==> src/rtl/pll_wb_pkg.sv <==
// pll_wb_pkg: shared types, widths and EHXPLLJ register map for the PLL Wishbone reconfiguration path
package pll_wb_pkg;
  localparam int PLL_ADDR_W = 5;
  localparam int PLL_DATA_W = 8;
  localparam logic [PLL_DATA_W-1:0] FULL_MASK = 8'hFF;
  typedef enum logic [2:0] {IDLE, RD_STB, GAP, WR_STB, RESP} state_t;
  localparam logic [PLL_ADDR_W-1:0] REG_CLKI_DIV  = 5'h00;
  localparam logic [PLL_ADDR_W-1:0] REG_CLKFB_DIV = 5'h01;
  localparam logic [PLL_ADDR_W-1:0] REG_CLKOP_DIV = 5'h02;
  localparam logic [PLL_ADDR_W-1:0] REG_CLKOK_DIV = 5'h03;
  localparam logic [PLL_ADDR_W-1:0] REG_PHASE     = 5'h04;
  localparam logic [PLL_ADDR_W-1:0] REG_DUTY      = 5'h05;
  localparam logic [PLL_ADDR_W-1:0] REG_CTRL      = 5'h08;
  localparam logic [PLL_ADDR_W-1:0] REG_STATUS    = 5'h09;
  function automatic logic [PLL_DATA_W-1:0] rmw_merge(input logic [PLL_DATA_W-1:0] cur, data, mask);
    return (cur & ~mask) | (data & mask);
  endfunction
endpackage

==> src/rtl/pll_wb_ack_timer.sv <==
// pll_wb_ack_timer: loadable down-counter shared by the ack timeout and the inter-cycle gap
module pll_wb_ack_timer (
  input  logic       clk,
  input  logic       rst_n,
  input  logic       clr,
  input  logic       load,
  input  logic [7:0] load_val,
  input  logic       en,
  output logic       expired
);
  logic [7:0] cnt;
  always_ff @(posedge clk)
    if (!rst_n) cnt <= '0;
    else if (load) cnt <= load_val;
    else if (clr) cnt <= '0;
    else if (en && cnt != '0) cnt <= cnt - 8'd1;
  assign expired = cnt == '0;
endmodule

==> src/rtl/pll_wb_reconfig.sv <==
// pll_wb_reconfig: turns single read/write/masked-write requests into EHXPLLJ Wishbone config cycles
module pll_wb_reconfig
  import pll_wb_pkg::*;
#(
  parameter int ACK_TIMEOUT = 16,
  parameter int GAP_CYCLES  = 1
) (
  input  logic                  PLLCLK,
  input  logic                  PLLRST_N,
  input  logic                  REQ_VALID,
  output logic                  REQ_READY,
  input  logic                  REQ_WE,
  input  logic [PLL_ADDR_W-1:0] REQ_ADDR,
  input  logic [PLL_DATA_W-1:0] REQ_DATA,
  input  logic [PLL_DATA_W-1:0] REQ_MASK,
  output logic                  RSP_VALID,
  output logic [PLL_DATA_W-1:0] RSP_DATA,
  output logic                  RSP_ERR,
  output logic                  BUSY,
  output logic                  PLLSTB,
  output logic                  PLLWE,
  output logic [PLL_ADDR_W-1:0] PLLADDR,
  output logic [PLL_DATA_W-1:0] PLLDATI,
  input  logic [PLL_DATA_W-1:0] PLLDATO,
  input  logic                  PLLACK
);
  state_t state, nxt;
  logic we_q, rmw_gap, rmw_gap_n, acc, in_stb, rd_ack, wr_ack, tmo, expired, load;
  logic [7:0] load_val;
  logic [PLL_DATA_W-1:0] data_q, mask_q, cap, cap_n, rsp_data_n, dati_n;
  logic [PLL_ADDR_W-1:0] addr_n;
  assign acc    = REQ_VALID && REQ_READY;
  assign in_stb = state == RD_STB || state == WR_STB;
  assign rd_ack = state == RD_STB && PLLACK;
  assign wr_ack = state == WR_STB && PLLACK;
  // an ack sampled on the last allowed strobe cycle beats the timeout
  assign tmo    = in_stb && !PLLACK && expired;
  pll_wb_ack_timer u_timer (
    .clk      (PLLCLK),
    .rst_n    (PLLRST_N),
    .clr      (state == IDLE),
    .load     (load),
    .load_val (load_val),
    .en       (1'b1),
    .expired  (expired)
  );
  always_ff @(posedge PLLCLK)
    if (!PLLRST_N) begin
      state     <= IDLE;
      REQ_READY <= 1'b0;
      BUSY      <= 1'b0;
      PLLSTB    <= 1'b0;
      PLLWE     <= 1'b0;
      RSP_VALID <= 1'b0;
      RSP_ERR   <= 1'b0;
      RSP_DATA  <= '0;
      PLLADDR   <= '0;
      PLLDATI   <= '0;
      cap       <= '0;
      rmw_gap   <= 1'b0;
      we_q      <= 1'b0;
      data_q    <= '0;
      mask_q    <= '0;
    end else begin
      state     <= nxt;
      REQ_READY <= nxt == IDLE;
      BUSY      <= nxt != IDLE;
      PLLSTB    <= nxt == RD_STB || nxt == WR_STB;
      PLLWE     <= nxt == WR_STB;
      RSP_VALID <= nxt == RESP;
      RSP_ERR   <= nxt == RESP && tmo;
      RSP_DATA  <= rsp_data_n;
      PLLADDR   <= addr_n;
      PLLDATI   <= dati_n;
      cap       <= cap_n;
      rmw_gap   <= rmw_gap_n;
      if (acc) begin
        we_q   <= REQ_WE;
        data_q <= REQ_DATA;
        mask_q <= REQ_MASK;
      end
    end
  always_comb begin
    nxt = state;
    case (state)
      IDLE:    nxt = acc ? ((REQ_WE && REQ_MASK == FULL_MASK) ? WR_STB : RD_STB) : IDLE;
      RD_STB:  nxt = PLLACK ? (we_q ? GAP : RESP) : expired ? RESP : RD_STB;
      GAP:     nxt = expired ? (rmw_gap ? WR_STB : IDLE) : GAP;
      WR_STB:  nxt = (PLLACK || expired) ? RESP : WR_STB;
      RESP:    nxt = GAP;
      default: nxt = IDLE;
    endcase
  end
  always_comb begin
    cap_n      = rd_ack ? PLLDATO : cap;
    rsp_data_n = (rd_ack && !we_q) ? PLLDATO : wr_ack ? PLLDATI : tmo ? cap : RSP_DATA;
    // the merged value is staged on PLLDATI during the gap, while the strobe is low
    dati_n     = acc ? REQ_DATA : (rd_ack && we_q) ? rmw_merge(PLLDATO, data_q, mask_q) : PLLDATI;
    addr_n     = acc ? REQ_ADDR : PLLADDR;
    rmw_gap_n  = state == RD_STB ? 1'b1 : state == GAP ? rmw_gap : 1'b0;
    load       = nxt != state;
    load_val   = nxt == GAP ? 8'(GAP_CYCLES - 1) : 8'(ACK_TIMEOUT - 1);
  end
endmodule

==> config.mk <==
export PLATFORM = sky130hd
export DESIGN_NAME = pll_wb_reconfig
export DESIGN_NICKNAME = d
export VERILOG_FILES = /design/src/rtl/pll_wb_pkg.sv /design/src/rtl/pll_wb_ack_timer.sv /design/src/rtl/pll_wb_reconfig.sv
export SDC_FILE = /design/constraint.sdc
export NUM_CORES = 1
export LEC_CHECK = 0
export BUFFER_PORTS_ARGS = -buffer_cell sky130_fd_sc_hd__buf_2
export CORE_UTILIZATION = 45
export CTS_BUF_LIST = sky130_fd_sc_hd__clkbuf_2
export CTS_CLUSTER_SIZE = 12
export DETAILED_ROUTE_END_ITERATION = 8
export GPL_TIMING_DRIVEN = 0
export PLACE_DENSITY = 0.7
export SLEW_MARGIN = 40
export SYNTH_ARGS = -nofsm -noshare
export SYNTH_HDL_FRONTEND = slang
export SYNTH_HIERARCHICAL = 1
export SYNTH_SLANG_ARGS = --single-unit
==> constraint.sdc <==
create_clock -name PLLCLK -period 2.9 [get_ports PLLCLK]
set_clock_uncertainty 0.2 [all_clocks]
set_input_delay 0.29 -clock PLLCLK [delete_from_list [all_inputs] [get_ports PLLCLK]]
set_output_delay 0.29 -clock PLLCLK [all_outputs]
set_load 0.03 [all_outputs]
# == Yosys cells after proc, flatten, opt, wreduce, memory -nomap -nowiden ==
# Cells that the tools add are included.
# word_totals
out_inout_bits,27
mem_count,0
rom_bits,0
elab_cells,74
latch_bits,0
ff_bits,64
mem_bits_rw,0
# classes
n_shift,0
addsub,1
n_bitwise,4
n_eq_ne,11
order_cmp,0
multipliers,0
n_div,0
reduce_logical,22
n_mux,20
# ops
op,count
$mux W8,8
$and A8 B8 Y8,2
$pmux W3 S5,1
$eq A3 B2 Y1 const B,4
$mux W3,4
$logic_and A1 B1 Y1,9
$reduce_bool A3 Y1,3
$eq A8 B8 Y1 const B,1
$logic_not A8 Y1,1
$mux W2,4
$not A8 Y8,1
$or A8 B8 Y8,1
$reduce_bool A8 Y1,1
$sub A8 B1 Y8 const B,1
$eq A3 B1 Y1 const B,2
$eq A3 B3 Y1 const B,2
$logic_not A3 Y1,2
$mux W4,1
$logic_or A1 B1 Y1,3
$ne A3 B3 Y1,1
$logic_not A1 Y1,2
$mux W1,2
$ne A2 B2 Y1 const B,1
$reduce_bool A2 Y1,1

# == Logic depth before layout (Yosys ltp) ==
# depth
ltp_word,8
depth_mapped,12
ltp_nobuf,12

# == Modules after synthesis ==
# Netlist, hierarchy kept.
# by_module_without_submodules
module,seq_area_each_um2,instances,area_per_inst_um2,cells_per_inst
pll_wb_reconfig,1121.1,1,2337.2,273
pll_wb_ack_timer,160.2,1,559.3,63

# == Worst setup path after synthesis ==
# OpenSTA, ideal clock, no wires.
# synth_timing
kind,register to register
from,register u_timer.cnt[2]
to,register u_timer.cnt[0]
arrival_time_ns,2.486
path_slack_ns,0.092
path_stages_with_launch,12
setup_time_ns,0.122
period_less_slack_ns,2.808
cell_sequence,dfxtp_1 > nor4_4 > and3_2 > nor2_1 > a211o_2 > buf_2 > and2_1 > o211ai_1 > buf_4 > nand2b_1 > nor4_2 > a311o_1
# synth_via
elab_cells_between_ends,13
# synth_rtl
element,line_no,rtl
from (decl),pll_wb_ack_timer.sv:11,logic [7:0] cnt;
from (signal assigned),pll_wb_ack_timer.sv:14,else if (load) cnt <= load_val;
from (signal assigned),pll_wb_ack_timer.sv:16,else if (en && cnt != '0) cnt <= cnt - 8'd1;
$logic_not A8 Y1 (*),pll_wb_ack_timer.sv:17,assign expired = cnt == '0;
named net expired,pll_wb_reconfig.sv:28,"logic we_q, rmw_gap, rmw_gap_n, acc, in_stb, rd_ack, wr_ack, tmo, expired, load;"
$mux W3 / $logic_or A1 B1 Y1 (equally long branches),"pll_wb_reconfig.sv:87, pll_wb_reconfig.sv:89",
"$mux W3, on equally long branches","pll_wb_reconfig.sv:87, pll_wb_reconfig.sv:89",
$pmux W3 S5 (*),pll_wb_reconfig.sv:85,case (state)
$ne A3 B3 Y1 (*),pll_wb_reconfig.sv:101,load = nxt != state;
named net load,pll_wb_reconfig.sv:28,
$reduce_bool A3 Y1 (no source line) / $mux W8 (equally long branches),-,
# The timed path passes the listed nets; every way through them passes the cells marked *.
# A chain may end at the register's enable or synchronous reset.

# == Final worst setup path ==
# Ends and elaborated chain as after synthesis.

==> run summary <==
The flow ran to the end, and the final reports show no timing, DRC or antenna violations. The combinational power share came out at 31.3%. The number of warnings reported in the yosys synthesis log came out at 6.

The die is 82.2 um wide. The switching share of power is 34.9%. The sequential cell area fraction in the yosys report is 44.2%.

The register-to-register path setup slack is 0.08 ns. The maximum vdd drop came out at 365 uV. STA classifies the critical path endpoint as a flip-flop.

The worst endpoint data arrival time came out at 3.02 ns. Per report_power, the sequential group accounts for 45.5% of the total. The count of non-filler cells in the finished layout is 532. Yosys attributes the largest share of cell area to sky130_fd_sc_hd__dfxtp_1 (44%), sky130_fd_sc_hd__nand2_1 (9.7%), sky130_fd_sc_hd__a21oi_1 (7.4%), sky130_fd_sc_hd__mux2_4 (4.1%), sky130_fd_sc_hd__mux2i_1 (3.5%). The number of antenna violations at the first check in global routing is 0. In the final routed layout, each cell accounts on average for 14.1 um.

The number of enable flip-flop cells after synthesis is 0. The number of antenna diodes in the final layout is 0. The final design area excluding fillers is 0.00385 sq mm. The count of fill cells added during filler insertion came out at 542. The H-tree level count came out at 3. For this design the total switching power over the nets is 789 uW. For this run, the detailed router's first-pass iteration total came to 4. Summed over its instances, the top area cell type makes up 44.2% of the synthesized netlist area. The total of buffers placed on input and output ports is 60. The leading cell type by number of instances after synthesis is sky130_fd_sc_hd__nand2_1.

The instance area at placement came out at 0.00332 sq mm. The worst hold path terminates at data_q[7]$_SDFFE_PN0P_. The total number of clock tree sinks came out at 64. The via count came out at 2844. The power consumption came out at 2.26 mW. The worst hold path begins at REQ_VALID. The proportion of power drawn by the clock network came out at 23.1%. In this run, the number of DRC markers left after iteration 0 of detailed routing was 209. The CTS root buffer is sky130_fd_sc_hd__clkbuf_2. The post-detailed-route DRC marker count is 0. After detailed routing, the total wire length is 7520 um. The flop and latch count out of synthesis came out at 64.

The detail route stage leaves a number of antenna-violating nets equal to 0. Clock latency on the worst-skew pair, taken at its later pin, is 0.51 ns. The post-synthesis cell area came out at 0.00290 sq mm. The headroom to the max-slew limit is 63.1%. The global-route wire length before repair came out at 11800 um. The number of buffers added by the clock tree synthesis step is 9. For this run, the post-layout net count is 489.

Entering global routing, the biggest net connects 14 pins. The buffer levels on the longest clock path is 2. The post-route worst setup slack came out at 0.0806 ns. The largest fanout of any net on the critical path came out at 6. The worst register-to-register path begins at u_timer/cnt[2]$_SDFFE_PN0P_.

Dividing the synthesized area by the synthesized cell count gives 8.62 sq um. The static power due to leakage came out at 1.63 nW. TritonCTS built the clock tree.

The final count of hold timing violations came out at 0. The time the worst path needs with I/O delays and setup came out at 2.82 ns. At the end of routability-driven placement, the weighted congestion stood at 0.781. The worst setup path is of the reg2reg kind. The post-placement worst setup slack is -0.290 ns.

The endpoint of the most critical register-to-register path is u_timer/cnt[0]$_SDFFE_PN0P_. The final count of negative-setup-slack endpoints came out at 0. The internal power of the cells totals 1.47 mW.

The half-perimeter wire length after detailed placement came out at 5210 um. The initial utilization of the core area, before any placement, comes to 47.8%. The transition at the pin with the smallest max-transition slack came out at 0.552 ns. The sum of overflow across all layers after global routing came out at 0. The power density over the cells is 589 mW/mm^2. In this run, distinct cell masters in the synthesized netlist total 53.

The number of cells on the worst reg-to-reg path is 11. The core outline area is 0.00606 sq mm. The type of element launching the critical path is a flip-flop. The total die area came out at 0.00676 sq mm. The standard-cell row count is 28. The placed instance count is 478.

The commonest cells after synthesis are sky130_fd_sc_hd__nand2_1 (75), sky130_fd_sc_hd__dfxtp_1 (64), sky130_fd_sc_hd__a21oi_1 (43). The critical path required time is 3.10 ns. Synthesis produced a netlist whose cell count is 336. Of all flip-flops after synthesis, the portion carrying an async set or reset was 0%. The count of pins over their slew limit is 0. The I/O pin count came out at 61.

The tightest min-delay check is of the in2reg type. The clock-pin slew on the worst setup and hold paths came out at 0.18 ns. The all-layer global routing usage is 23.5%. The maximum operating frequency is 355 MHz.

The worst hold path stage count came out at 5. The via count of the first global-routing pass is 2503. Dividing the detail-routed via count by the number of cells gives 5.35. The biggest area contributor in the post-synthesis netlist is sky130_fd_sc_hd__dfxtp_1. The area growth from synthesis to layout is 32.8%. The number of max-cap violations is 0. For this run, the leading register cell type out of synthesis is sky130_fd_sc_hd__dfxtp_1. The share of layout cells above drive strength 1 is 26.3%. The final period utilization is 97.2%.

The vertical die dimension came out at 82.2 um.
routing by layer:
layer  track usage [%]  wire, um  up-vias
li1                  -         -     1423
met1              31.7      3520     1321
met2              36.6      3460       89
met3              3.63       411       11
met4              10.7       122        0
met5                 0         0        -
power groups by stage:
stage / Clock [mW] / Combinational [mW] / Sequential (mW)
after floorplan: 0 / 0.395 / 1.08
after global placement: 0 / 0.591 / 1.04
after detailed placement: 0 / 0.600 / 1.04
after CTS: 0.528 / 0.652 / 1.03
after global routing: 0.568 / 0.780 / 1.04
final: 0.523 / 0.710 / 1.03
cell usage in the layout (no fill, tap or decap), drive strengths merged, types with 2 or more instances in the layout:
| cell | instances |
|---|---|
| a211o | 2 |
| a21oi | 43 |
| a222oi | 8 |
| a31o | 2 |
| a31oi | 3 |
| a32o | 4 |
| and2 | 7 |
| buf | 74 |
| clkbuf | 23 |
| clkinv | 2 |
| conb | 9 |
| dfxtp | 64 |
| dlygate4sd3 | 33 |
| ha | 2 |
| inv | 9 |
| mux2 | 9 |
| mux2i | 10 |
| nand2 | 77 |
| nand3 | 5 |
| nand4 | 2 |
| nor2 | 20 |
| nor2b | 2 |
| nor3 | 6 |
| nor4 | 4 |
| o2111ai | 2 |
| o211ai | 10 |
| o21a | 2 |
| o21ai | 2 |
| o221a | 2 |
| or3 | 2 |
worst max-delay path, stage by stage (launching register included):
cell and delay, ns:
sky130_fd_sc_hd__dfxtp_4 0.39, sky130_fd_sc_hd__nor4_4 0.30, sky130_fd_sc_hd__and3_4 0.28, sky130_fd_sc_hd__nor2b_2 0.05
sky130_fd_sc_hd__mux2i_1 0.15, sky130_fd_sc_hd__o22ai_2 0.12, sky130_fd_sc_hd__a41o_1 0.25, sky130_fd_sc_hd__o211ai_1 0.31
sky130_fd_sc_hd__buf_4 0.19, sky130_fd_sc_hd__nand2b_4 0.13, sky130_fd_sc_hd__nor4_1 0.04, sky130_fd_sc_hd__a311o_1 0.31
registers in the layout, summed over array words and instances (netlist names), 3 cells and up:
signal and cells:
PLLADDR 5, PLLDATI 8, RSP_DATA 8, cap 8, data_q 8, mask_q 8, state 3, u_timer/cnt 8
cell type report:
class	count	area [sq um]	share of cell area [%]
multi-input combinational	249	1540	40.0
inverter	9	33.8	0.878
sequential	64	1290	33.5
timing repair buffer	100	683	17.8
buffer	20	106	2.77
clock inverter	4	46.3	1.20
clock buffer	11	55.1	1.43
tap	75	93.8	2.44
cells by family after synthesis:
family                     share of synthesized area (%)
DFF                                                 44.2
muxes                                               7.99
and+or+nand+nor                                     21.5
buffers and inverters                               5.01
adders and majority gates                          0.864
other                                              0.259
AOI/OAI and AO/OA                                   20.1
worst max-delay path by stage:
| stage | to | cells past startpoint | startpoint |
|---|---|---|---|
| after floorplan | u_timer/cnt[0]$_SDFFE_PN0P_ | 11 | u_timer/cnt[2]$_SDFFE_PN0P_ |
| after global placement | u_timer/cnt[7]$_SDFFE_PN0P_ | 10 | state[1]$_SDFF_PN0_ |
| after detailed placement | u_timer/cnt[7]$_SDFFE_PN0P_ | 10 | state[1]$_SDFF_PN0_ |
| after CTS | u_timer/cnt[7]$_SDFFE_PN0P_ | 11 | u_timer/cnt[0]$_SDFFE_PN0P_ |
| after global routing | u_timer/cnt[0]$_SDFFE_PN0P_ | 11 | u_timer/cnt[2]$_SDFFE_PN0P_ |
| final | u_timer/cnt[0]$_SDFFE_PN0P_ | 11 | u_timer/cnt[2]$_SDFFE_PN0P_ |
timing repair:
action | CTS | global route
setup endpoints to repair | 8 | 7
setup buffers | 2 | 5
hold buffers | 33 | 0
hold endpoints to repair | 51 | 0
gates resized for setup | 2 | 11
pin swaps | 1 | 7
per-stage QoR:
step                      utilization, %  TNS, ns  hold WS (ns)
after floorplan                        -        0         0.168
after global placement              54.7    -1.64         0.241
after detailed placement            54.7    -1.75         0.246
after CTS                           62.2        0         0.158
after global routing                63.5  -0.0896         0.176
final                               63.5        0         0.165
Power figures use the tool's default switching activity.
